<file path="config.mk">
export PLATFORM = sky130hd
export DESIGN_NAME = alu_seq
export DESIGN_NICKNAME = d
export VERILOG_FILES = /design/src/rtl/alu_seq.sv
export SDC_FILE = /design/constraint.sdc
export NUM_CORES = 1
export LEC_CHECK = 0
export ABC_AREA = 1
export CELL_PAD_IN_SITES_DETAIL_PLACEMENT = 0
export CELL_PAD_IN_SITES_GLOBAL_PLACEMENT = 1
export CORE_MARGIN = 2
export CORE_UTILIZATION = 29
export CTS_BUF_LIST = sky130_fd_sc_hd__clkbuf_2 sky130_fd_sc_hd__clkbuf_4 sky130_fd_sc_hd__clkbuf_8
export DETAILED_ROUTE_END_ITERATION = 8
export GPL_ROUTABILITY_DRIVEN = 0
export GPL_TIMING_DRIVEN = 0
export PLACE_DENSITY = 0.59
export SLEW_MARGIN = 5
export SYNTH_ARGS = -nofsm -noshare
export SYNTH_HDL_FRONTEND = slang
export SYNTH_SLANG_ARGS = --single-unit
</file>
<file path="constraint.sdc">
create_clock -name clk -period 2.6 [get_ports clk]
set_input_delay 0.65 -clock clk [delete_from_list [all_inputs] [get_ports clk]]
set_output_delay 0.65 -clock clk [all_outputs]
set_load 0.01 [all_outputs]
</file>
<file path="src/rtl/alu_seq.sv">
// alu_seq: sequential ALU, single-cycle ops plus an iterative shift-add multiplier.
// Latency: 1 cycle for every non-MUL opcode (illegal included), WIDTH+1 cycles for MUL.
// Backpressure: accepts only in IDLE; result/flags hold in DONE until out_ready.
module alu_seq #(
   parameter int WIDTH = 8
) (
   input  logic             clk,
   input  logic             rst,
   input  logic [3:0]       sel,
   input  logic [WIDTH-1:0] a,
   input  logic [WIDTH-1:0] b,
   input  logic             in_valid,
   output logic             in_ready,
   output logic [WIDTH-1:0] result,
   output logic             carry,
   output logic             zero,
   output logic             negative,
   output logic             overflow,
   output logic             illegal,
   output logic             out_valid,
   input  logic             out_ready
);
   localparam int SW  = $clog2(WIDTH);
   localparam int MSB = WIDTH - 1;

   localparam logic [3:0] OP_ADD  = 4'd0;
   localparam logic [3:0] OP_SUB  = 4'd1;
   localparam logic [3:0] OP_AND  = 4'd2;
   localparam logic [3:0] OP_OR   = 4'd3;
   localparam logic [3:0] OP_XOR  = 4'd4;
   localparam logic [3:0] OP_SHL  = 4'd5;
   localparam logic [3:0] OP_SHR  = 4'd6;
   localparam logic [3:0] OP_PASS = 4'd7;
   localparam logic [3:0] OP_MUL  = 4'd8;
   localparam logic [3:0] OP_SRA  = 4'd9;
   localparam logic [3:0] OP_NOT  = 4'd10;

   typedef enum logic [1:0] {S_IDLE, S_BUSY, S_DONE} state_t;

   state_t               r_state;
   state_t               w_state_nxt;
   logic                 w_accept;
   logic                 w_mul_last;

   // multiplier working registers
   logic [2*WIDTH-1:0]   r_acc;
   logic [2*WIDTH-1:0]   r_mcand;
   logic [WIDTH-1:0]     r_mplier;
   logic [SW-1:0]        r_cnt;
   logic [2*WIDTH-1:0]   w_acc_nxt;

   // registered outputs
   logic [WIDTH-1:0]     r_result;
   logic                 r_carry, r_zero, r_negative, r_overflow, r_illegal;

   // single-cycle datapath
   logic [SW-1:0]        w_shamt;
   logic [WIDTH:0]       w_sum, w_diff, w_shl, w_shr, w_sra;
   logic [WIDTH-1:0]     w_res;
   logic                 w_c, w_v, w_ill;

   assign w_shamt = b[SW-1:0];
   assign w_sum   = {1'b0, a} + {1'b0, b};
   // the extra top bit of the difference is the borrow (a < b)
   assign w_diff  = {1'b0, a} - {1'b0, b};
   // shifts carry one guard bit so the last bit shifted out lands in it
   assign w_shl   = {1'b0, a} << w_shamt;
   assign w_shr   = {a, 1'b0} >> w_shamt;
   assign w_sra   = $signed({a, 1'b0}) >>> w_shamt;

   assign w_accept   = in_valid & in_ready;
   assign w_mul_last = (r_cnt == SW'(WIDTH - 1));
   assign w_acc_nxt  = r_mplier[0] ? (r_acc + r_mcand) : r_acc;

   assign result   = r_result;
   assign carry    = r_carry;
   assign zero     = r_zero;
   assign negative = r_negative;
   assign overflow = r_overflow;
   assign illegal  = r_illegal;

   // combinational result and flags for the one-cycle opcodes
   always_comb begin
      w_res = '0;
      w_c   = 1'b0;
      w_v   = 1'b0;
      w_ill = 1'b0;
      case (sel)
         OP_ADD: begin
            w_res = w_sum[MSB:0];
            w_c   = w_sum[WIDTH];
            w_v   = (a[MSB] == b[MSB]) && (w_sum[MSB] != a[MSB]);
         end
         OP_SUB: begin
            w_res = w_diff[MSB:0];
            w_c   = w_diff[WIDTH];
            w_v   = (a[MSB] != b[MSB]) && (w_diff[MSB] != a[MSB]);
         end
         OP_AND:  w_res = a & b;
         OP_OR:   w_res = a | b;
         OP_XOR:  w_res = a ^ b;
         OP_SHL: begin
            w_res = w_shl[MSB:0];
            w_c   = w_shl[WIDTH];
         end
         OP_SHR: begin
            w_res = w_shr[WIDTH:1];
            w_c   = w_shr[0];
         end
         OP_SRA: begin
            w_res = w_sra[WIDTH:1];
            w_c   = w_sra[0];
         end
         OP_PASS: w_res = a;
         OP_NOT:  w_res = ~a;
         OP_MUL:  w_res = '0;
         default: w_ill = 1'b1;
      endcase
   end

   // state register
   always_ff @(posedge clk or posedge rst) begin
      if (rst) r_state <= S_IDLE;
      else     r_state <= w_state_nxt;
   end

   // next-state and handshake outputs
   always_comb begin
      w_state_nxt = r_state;
      in_ready    = 1'b0;
      out_valid   = 1'b0;
      case (r_state)
         S_IDLE: begin
            in_ready = !rst;
            if (in_valid) w_state_nxt = (sel == OP_MUL) ? S_BUSY : S_DONE;
         end
         S_BUSY: begin
            if (w_mul_last) w_state_nxt = S_DONE;
         end
         S_DONE: begin
            out_valid = 1'b1;
            if (out_ready) w_state_nxt = S_IDLE;
         end
         default: w_state_nxt = S_IDLE;
      endcase
   end

   // operand capture, multiplier iteration and result/flag registers
   always_ff @(posedge clk or posedge rst) begin
      if (rst) begin
         r_acc      <= '0;
         r_mcand    <= '0;
         r_mplier   <= '0;
         r_cnt      <= '0;
         r_result   <= '0;
         r_carry    <= 1'b0;
         r_zero     <= 1'b0;
         r_negative <= 1'b0;
         r_overflow <= 1'b0;
         r_illegal  <= 1'b0;
      end else if (w_accept) begin
         r_acc    <= '0;
         r_mcand  <= {{WIDTH{1'b0}}, a};
         r_mplier <= b;
         r_cnt    <= '0;
         if (sel != OP_MUL) begin
            r_result   <= w_res;
            r_carry    <= w_c;
            r_zero     <= (w_res == '0);
            r_negative <= w_res[MSB];
            r_overflow <= w_v;
            r_illegal  <= w_ill;
         end
      end else if (r_state == S_BUSY) begin
         r_acc    <= w_acc_nxt;
         r_mcand  <= r_mcand << 1;
         r_mplier <= r_mplier >> 1;
         r_cnt    <= r_cnt + SW'(1);
         if (w_mul_last) begin
            r_result   <= w_acc_nxt[MSB:0];
            r_carry    <= |w_acc_nxt[2*WIDTH-1:WIDTH];
            r_zero     <= (w_acc_nxt[MSB:0] == '0);
            r_negative <= w_acc_nxt[MSB];
            r_overflow <= 1'b0;
            r_illegal  <= 1'b0;
         end
      end
   end
endmodule

</file>
* Word-level counts from Yosys, hierarchy flattened
Cells that the tools add are included.
** Word-level totals
- Input bits :: 24
- Register bits after elaboration :: 58
** Cells by class
- Add/subtract/negate cells :: 4
- Eq/ne operators :: 22
- Bitwise logic cells :: 5
- Muxes and demuxes :: 42
- Reductions and logical operators :: 13
- Shifts and indexed selects :: 3
** Operators with widths (number)
- 16-bit 2-to-1 mux :: 5
- 8-bit case mux with 10 select lines :: 1
- 8-bit 2-to-1 mux :: 6
- 1-bit 2-to-1 mux :: 21
- 16-bit adder :: 1
- 4-bit by 3-bit equality test with 1-bit output, second input constant :: 4
- 8-bit zero test :: 2
- 4-bit equality test, second input constant :: 3
- 11-bit OR reduction :: 1
- 8-bit by 8-bit adder with 9-bit output :: 1
- 8-bit by 3-bit left shift with 9-bit output :: 1
- 9-bit by 3-bit right shift with 9-bit output :: 1
- 9-bit by 3-bit >>> shifter with 9-bit output :: 1
- 8-bit by 8-bit subtractor with 9-bit output :: 1
- 8-bit bitwise AND :: 1
- 4-bit by 2-bit equality test with 1-bit output, second input constant :: 2
- 2-bit 2-to-1 mux :: 4
- 8-bit inverter :: 1
- 8-bit bitwise OR :: 1
- 8-bit OR reduction :: 1
- 8-bit XOR :: 1
- 3-bit 2-to-1 mux :: 2
- 2-bit != test, second input constant :: 3
- 2-bit case mux with 3 select lines :: 1
- 18 further kinds :: 23

* Depth between registers and ports, before layout
- Depth in word-level cells :: 6
- Gate-level depth with buffers :: 18

* Worst setup path before layout
OpenSTA, ideal clock, no wires.
- Path type :: input-to-reg
- Start :: in b[2]
- End :: reg r_zero, in the netlist zero
- Path slack :: 0.270 ns
- Arrival :: 2.252 ns
- Library setup time :: 0.077 ns
- Stages :: 17
- Cells stage by stage :: buf_4 -> inv_2 -> ha_1 -> buf_2 -> inv_1 -> nand3_1 -> nand2_1 -> nand3_1 -> nand2_1 -> nand2_1 -> nand3_1 -> nand2_1 -> nor2_1 -> nand2_1 -> nor2_1 -> nand3_1 -> a21oi_1
** On the way
- Word-level cells in the longest chain between the ends :: 5
- Elaborated cells between the ends (all ways) :: 12
- Classes of those cells :: add/sub (2); shift (3); mux (3); bitwise (3); reduce/logical (1)
** Ends and longest elaborated chain
- from (decl) :: RTL line 11 : input logic [WIDTH-1:0] b,
- 8-bit by 8-bit subtractor with 9-bit output (tied with other cells) :: RTL line 65 : assign w_diff = {1'b0, a} - {1'b0, b};
- 8-bit case mux with 10 select lines * :: RTL line 88 : case (sel)
- 8-bit zero test * :: RTL line 169 : r_zero <= (w_res == '0);
- 1-bit 2-to-1 mux * :: RTL line 166 : if (sel != OP_MUL) begin
- 1-bit 2-to-1 mux * :: RTL line 161 : end else if (w_accept) begin
- to (signal assigned) :: RTL line 169
- to (signal assigned) :: RTL line 182 : r_zero <= (w_acc_nxt[MSB:0] == '0);
- to (decl) :: RTL line 54 : logic r_carry, r_zero, r_negative, r_overflow, r_illegal;
Every way passes the cells marked *; elsewhere a longest branch is shown, timed or not. The select of a mux whose other input is x is not followed.
A chain may end at the register's enable or synchronous reset.

* Worst setup path after layout
- Start :: in b[3]
- End :: reg r_result[6], in the netlist result[6]
** On the way
- Word-level cells in the longest chain between the ends :: 4
- Elaborated cells between the ends (all ways) :: 5
- Classes of those cells :: add/sub (2); mux (3)
** Ends and longest elaborated chain
- 8-bit by 8-bit subtractor with 9-bit output / 8-bit by 8-bit adder with 9-bit output (equally long branches) :: RTL line 65, 63
- 8-bit case mux with 10 select lines * :: RTL line 88
- 8-bit 2-to-1 mux * :: RTL line 166
- 8-bit 2-to-1 mux * :: RTL line 161
- to (signal assigned) :: RTL line 167 : r_result <= w_res;
- to (signal assigned) :: RTL line 180 : r_result <= w_acc_nxt[MSB:0];
- to (decl) :: RTL line 53 : logic [WIDTH-1:0] r_result;
Marks and branches as above.

==> metrics.yaml <==
cells_and_area:
  multi_input_area_um2: 3580
  final_common_cell: "nand2_1"
  final_cell_mix: "nand2_1, inv_1, nand3_1"
  fin_nets: 989
  design_area_um2: 6610
  layout.area.seq_um2: 1430
  final_util_pct: 35.7
  n_fill_cell: 2098
  diodes: 0
  synthToLayoutAreaGrowth_pct: 21.8
  drive_gt1_share_pct: 14.6
yosys:
  ys.warnings.count: 0
  syn_area_per_cell_um2: 6.32
  ys_types: 37
  synth_seq_cells: 57
  syn_inst: 858
  synth_nets: 928
  seq_area_frac_synth_pct: 26.3
  syn_area_um2: 5430
route:
  dr_wl_met2_um: 9390
  drt_iter0_drc: 284
  dr.pass1.iters: 5
  vias: 5646
  dr_wl_met3_um: 396
  antenna_left: 0
  wl_met1_um: 8660
  wl_per_cell_um: 16.5
  avgViaCountPerCell: 4.88
  finalWirelength_um: 19000
  highest-signal-layer: "met4"
  drc: 0
pwr:
  vdd_drop_max_mv: 0.239
  total_leakage_power_nw: 3.39
  power_density_nw_per_um2: 716
cts:
  clock_latency_ns: 0.34
  cts-root-buf: "clkbuf_8"
  cts_made_buffers: 9
  clk_pin_slew_worst_paths_ns: 0.06
  clockBufferDepth: 2
  cts_num_sinks: 57
  cts_tree: "done"
  cts_htree_levels: 3
die:
  die_x_um: 141
  fp.dieArea_um2: 19800
  ioPinCount: 39
  start_util_pct: 29.3
  die_h_um: 141
  num_rows: 50
  coreArea_um2: 18500
setup_path:
  startpoint_type: "primary input"
  crit_type: "primary input to register"
  crit_fanout: 7
  cp.arrival_ns: 2.73
  cp-end-kind: "register"
  cp_data_required_time_ns: 2.80
  ff2ff_setup_slack_ns: 0.27
sta:
  slew_headroom_pct: 57.5
  worst_clock_skew_ns: 0.00935
  drv_slew: 0
  tightestPinTransition_ns: 0.636
  min_period_ns: 2.53
  max_freq_mhz: 395
  finalCritPeriodShare_pct: 97.3
  setup_viol: 0
  hold_violations: 0
global_route:
  grt_pass1_vias: 5546
  grt_usage_pct: 19.5
  antenna_found_initial: 0
  grt_pass1_wl_um: 30000
  grt_max_degree: 31
  gr-total-overflow: 0
min_path:
  hold_path_class: "register to register"
placed_design:
  dpl-instance-area_um2: 6120
  port_buffers: 38
  place_hpwl_um: 15800
job:
  cap_viol_max_count: 0
status:
  status: "finished clean"
worst max-delay path: stages:
cell	delay, ns
clkdlybuf4s50_1	0.49
inv_2	0.09
ha_4	0.35
nand3_1	0.13
nand2_1	0.16
nand2_1	0.09
a21oi_1	0.16
o21ai_2	0.11
buf_4	0.14
o21ai_1	0.20
o311ai_0	0.16
Yosys cell counts:
library cell	n	area share, %
inv_1	117	8.1
o31ai_1	1	0.14
o22ai_1	11	1.3
buf_4	6	0.83
nand2_2	2	0.23
a32o_1	1	0.18
buf_1	2	0.14
nor3_1	7	0.65
nand3b_1	4	0.55
o211ai_1	16	2.2
a31oi_1	1	0.12
o21a_1	3	0.42
xnor2_1	3	0.48
dfrtp_1	57	26
o21ai_1	6	0.55
nand3_1	73	6.7
o21ai_0	48	4.4
o311ai_0	2	0.32
buf_6	2	0.42
xor2_1	4	0.65
a21oi_1	30	2.8
nand4_1	13	1.5
ha_1	43	9.9
a22o_1	2	0.32
o221ai_1	6	0.97
or2_2	6	0.69
nor2_2	10	1.2
clkbuf_1	5	0.35
fa_1	3	1.1
inv_2	7	0.48
a22oi_1	1	0.14
nor2_1	61	4.2
or2_1	1	0.12
a21o_1	2	0.28
o21ai_2	2	0.32
nand2_1	291	20
buf_2	9	0.83
power breakdown:
group,switching [mW],internal (mW)
clock network,0.351,0.497
logic,1.45,0.968
registers,0.258,1.21
total,2.06,2.68
layer usage:
metal	up-vias	GRT usage, %
li1	2898	-
met5	-	0
met2	102	35.0
met4	0	6.32
met3	41	1.94
met1	2605	24.6
cells by family after synthesis:
family / count (synthesis) / synth area share [%]
flip-flops: 57 / 26.3
AND/OR/NAND/NOR: 468 / 36.0
adder cells (fa/ha/maj): 46 / 11.0
buffers and inverters: 148 / 11.1
AO/OA/AOI/OAI: 132 / 14.4
XOR/XNOR: 7 / 1.13
flip-flops by register name, summed over array words and instances (netlist names):
signal	cells
r_acc	16
r_mcand	16
r_mplier	8
result	8
r_cnt	3
r_state	2
carry	1
illegal	1
overflow	1
zero	1
worst paths after layout:
check,cells past startpoint,end,from
min in group asynchronous,2,r_state[1]$_DFFE_PP0P_,rst
worst max register to register,16,carry$_DFFE_PP0P_,r_mcand[0]$_DFFE_PP0P_
max in group asynchronous,3,r_mcand[4]$_DFFE_PP0P_,rst
worst max-delay path,11,result[6]$_DFFE_PP0P_,b[3]
worst min-delay path,1,r_cnt[0]$_DFFE_PP0P_,r_cnt[0]$_DFFE_PP0P_
worst min register to register,1,r_cnt[0]$_DFFE_PP0P_,r_cnt[0]$_DFFE_PP0P_
what timing repair did:
action | CTS | global route
pin swaps | 3 | 11
endpoints found under the setup margin | 10 | 6
hold buffers | 0 | 0
gates resized for setup | 52 | 67
buffers inserted | 2 | 11
hold endpoints to repair | 0 | 0
metrics by stage:
step | cells | hold WS, ns | setup TNS (ns) | total power [mW] | setup slack [ns]
finish | 1157 | 0.481 | 0 | 4.73 | 0.0699
global route | 1157 | 0.506 | -0.00634 | 5.18 | -0.00634
CTS | 1147 | 0.486 | 0 | 4.74 | 0.00790
detailed placement | 1131 | 0.474 | -8.60 | 3.84 | -0.879
global placement | 1130 | 0.474 | -49.29 | 3.85 | -0.918
floorplan | 858 | 0.450 | 0 | 2.99 | 0.270
cell type report:
class | instances | share of cell area, %
Timing Repair Buffer | 52 | 7.12
Multi-Input combinational cell | 653 | 54.1
Clock inverter | 3 | 0.606
Buffer | 22 | 2.37
Tap cell | 234 | 4.43
Clock buffer | 12 | 2.40
Sequential cell | 57 | 21.6
Inverter | 124 | 7.40
Power figures use the tool's default switching activity.
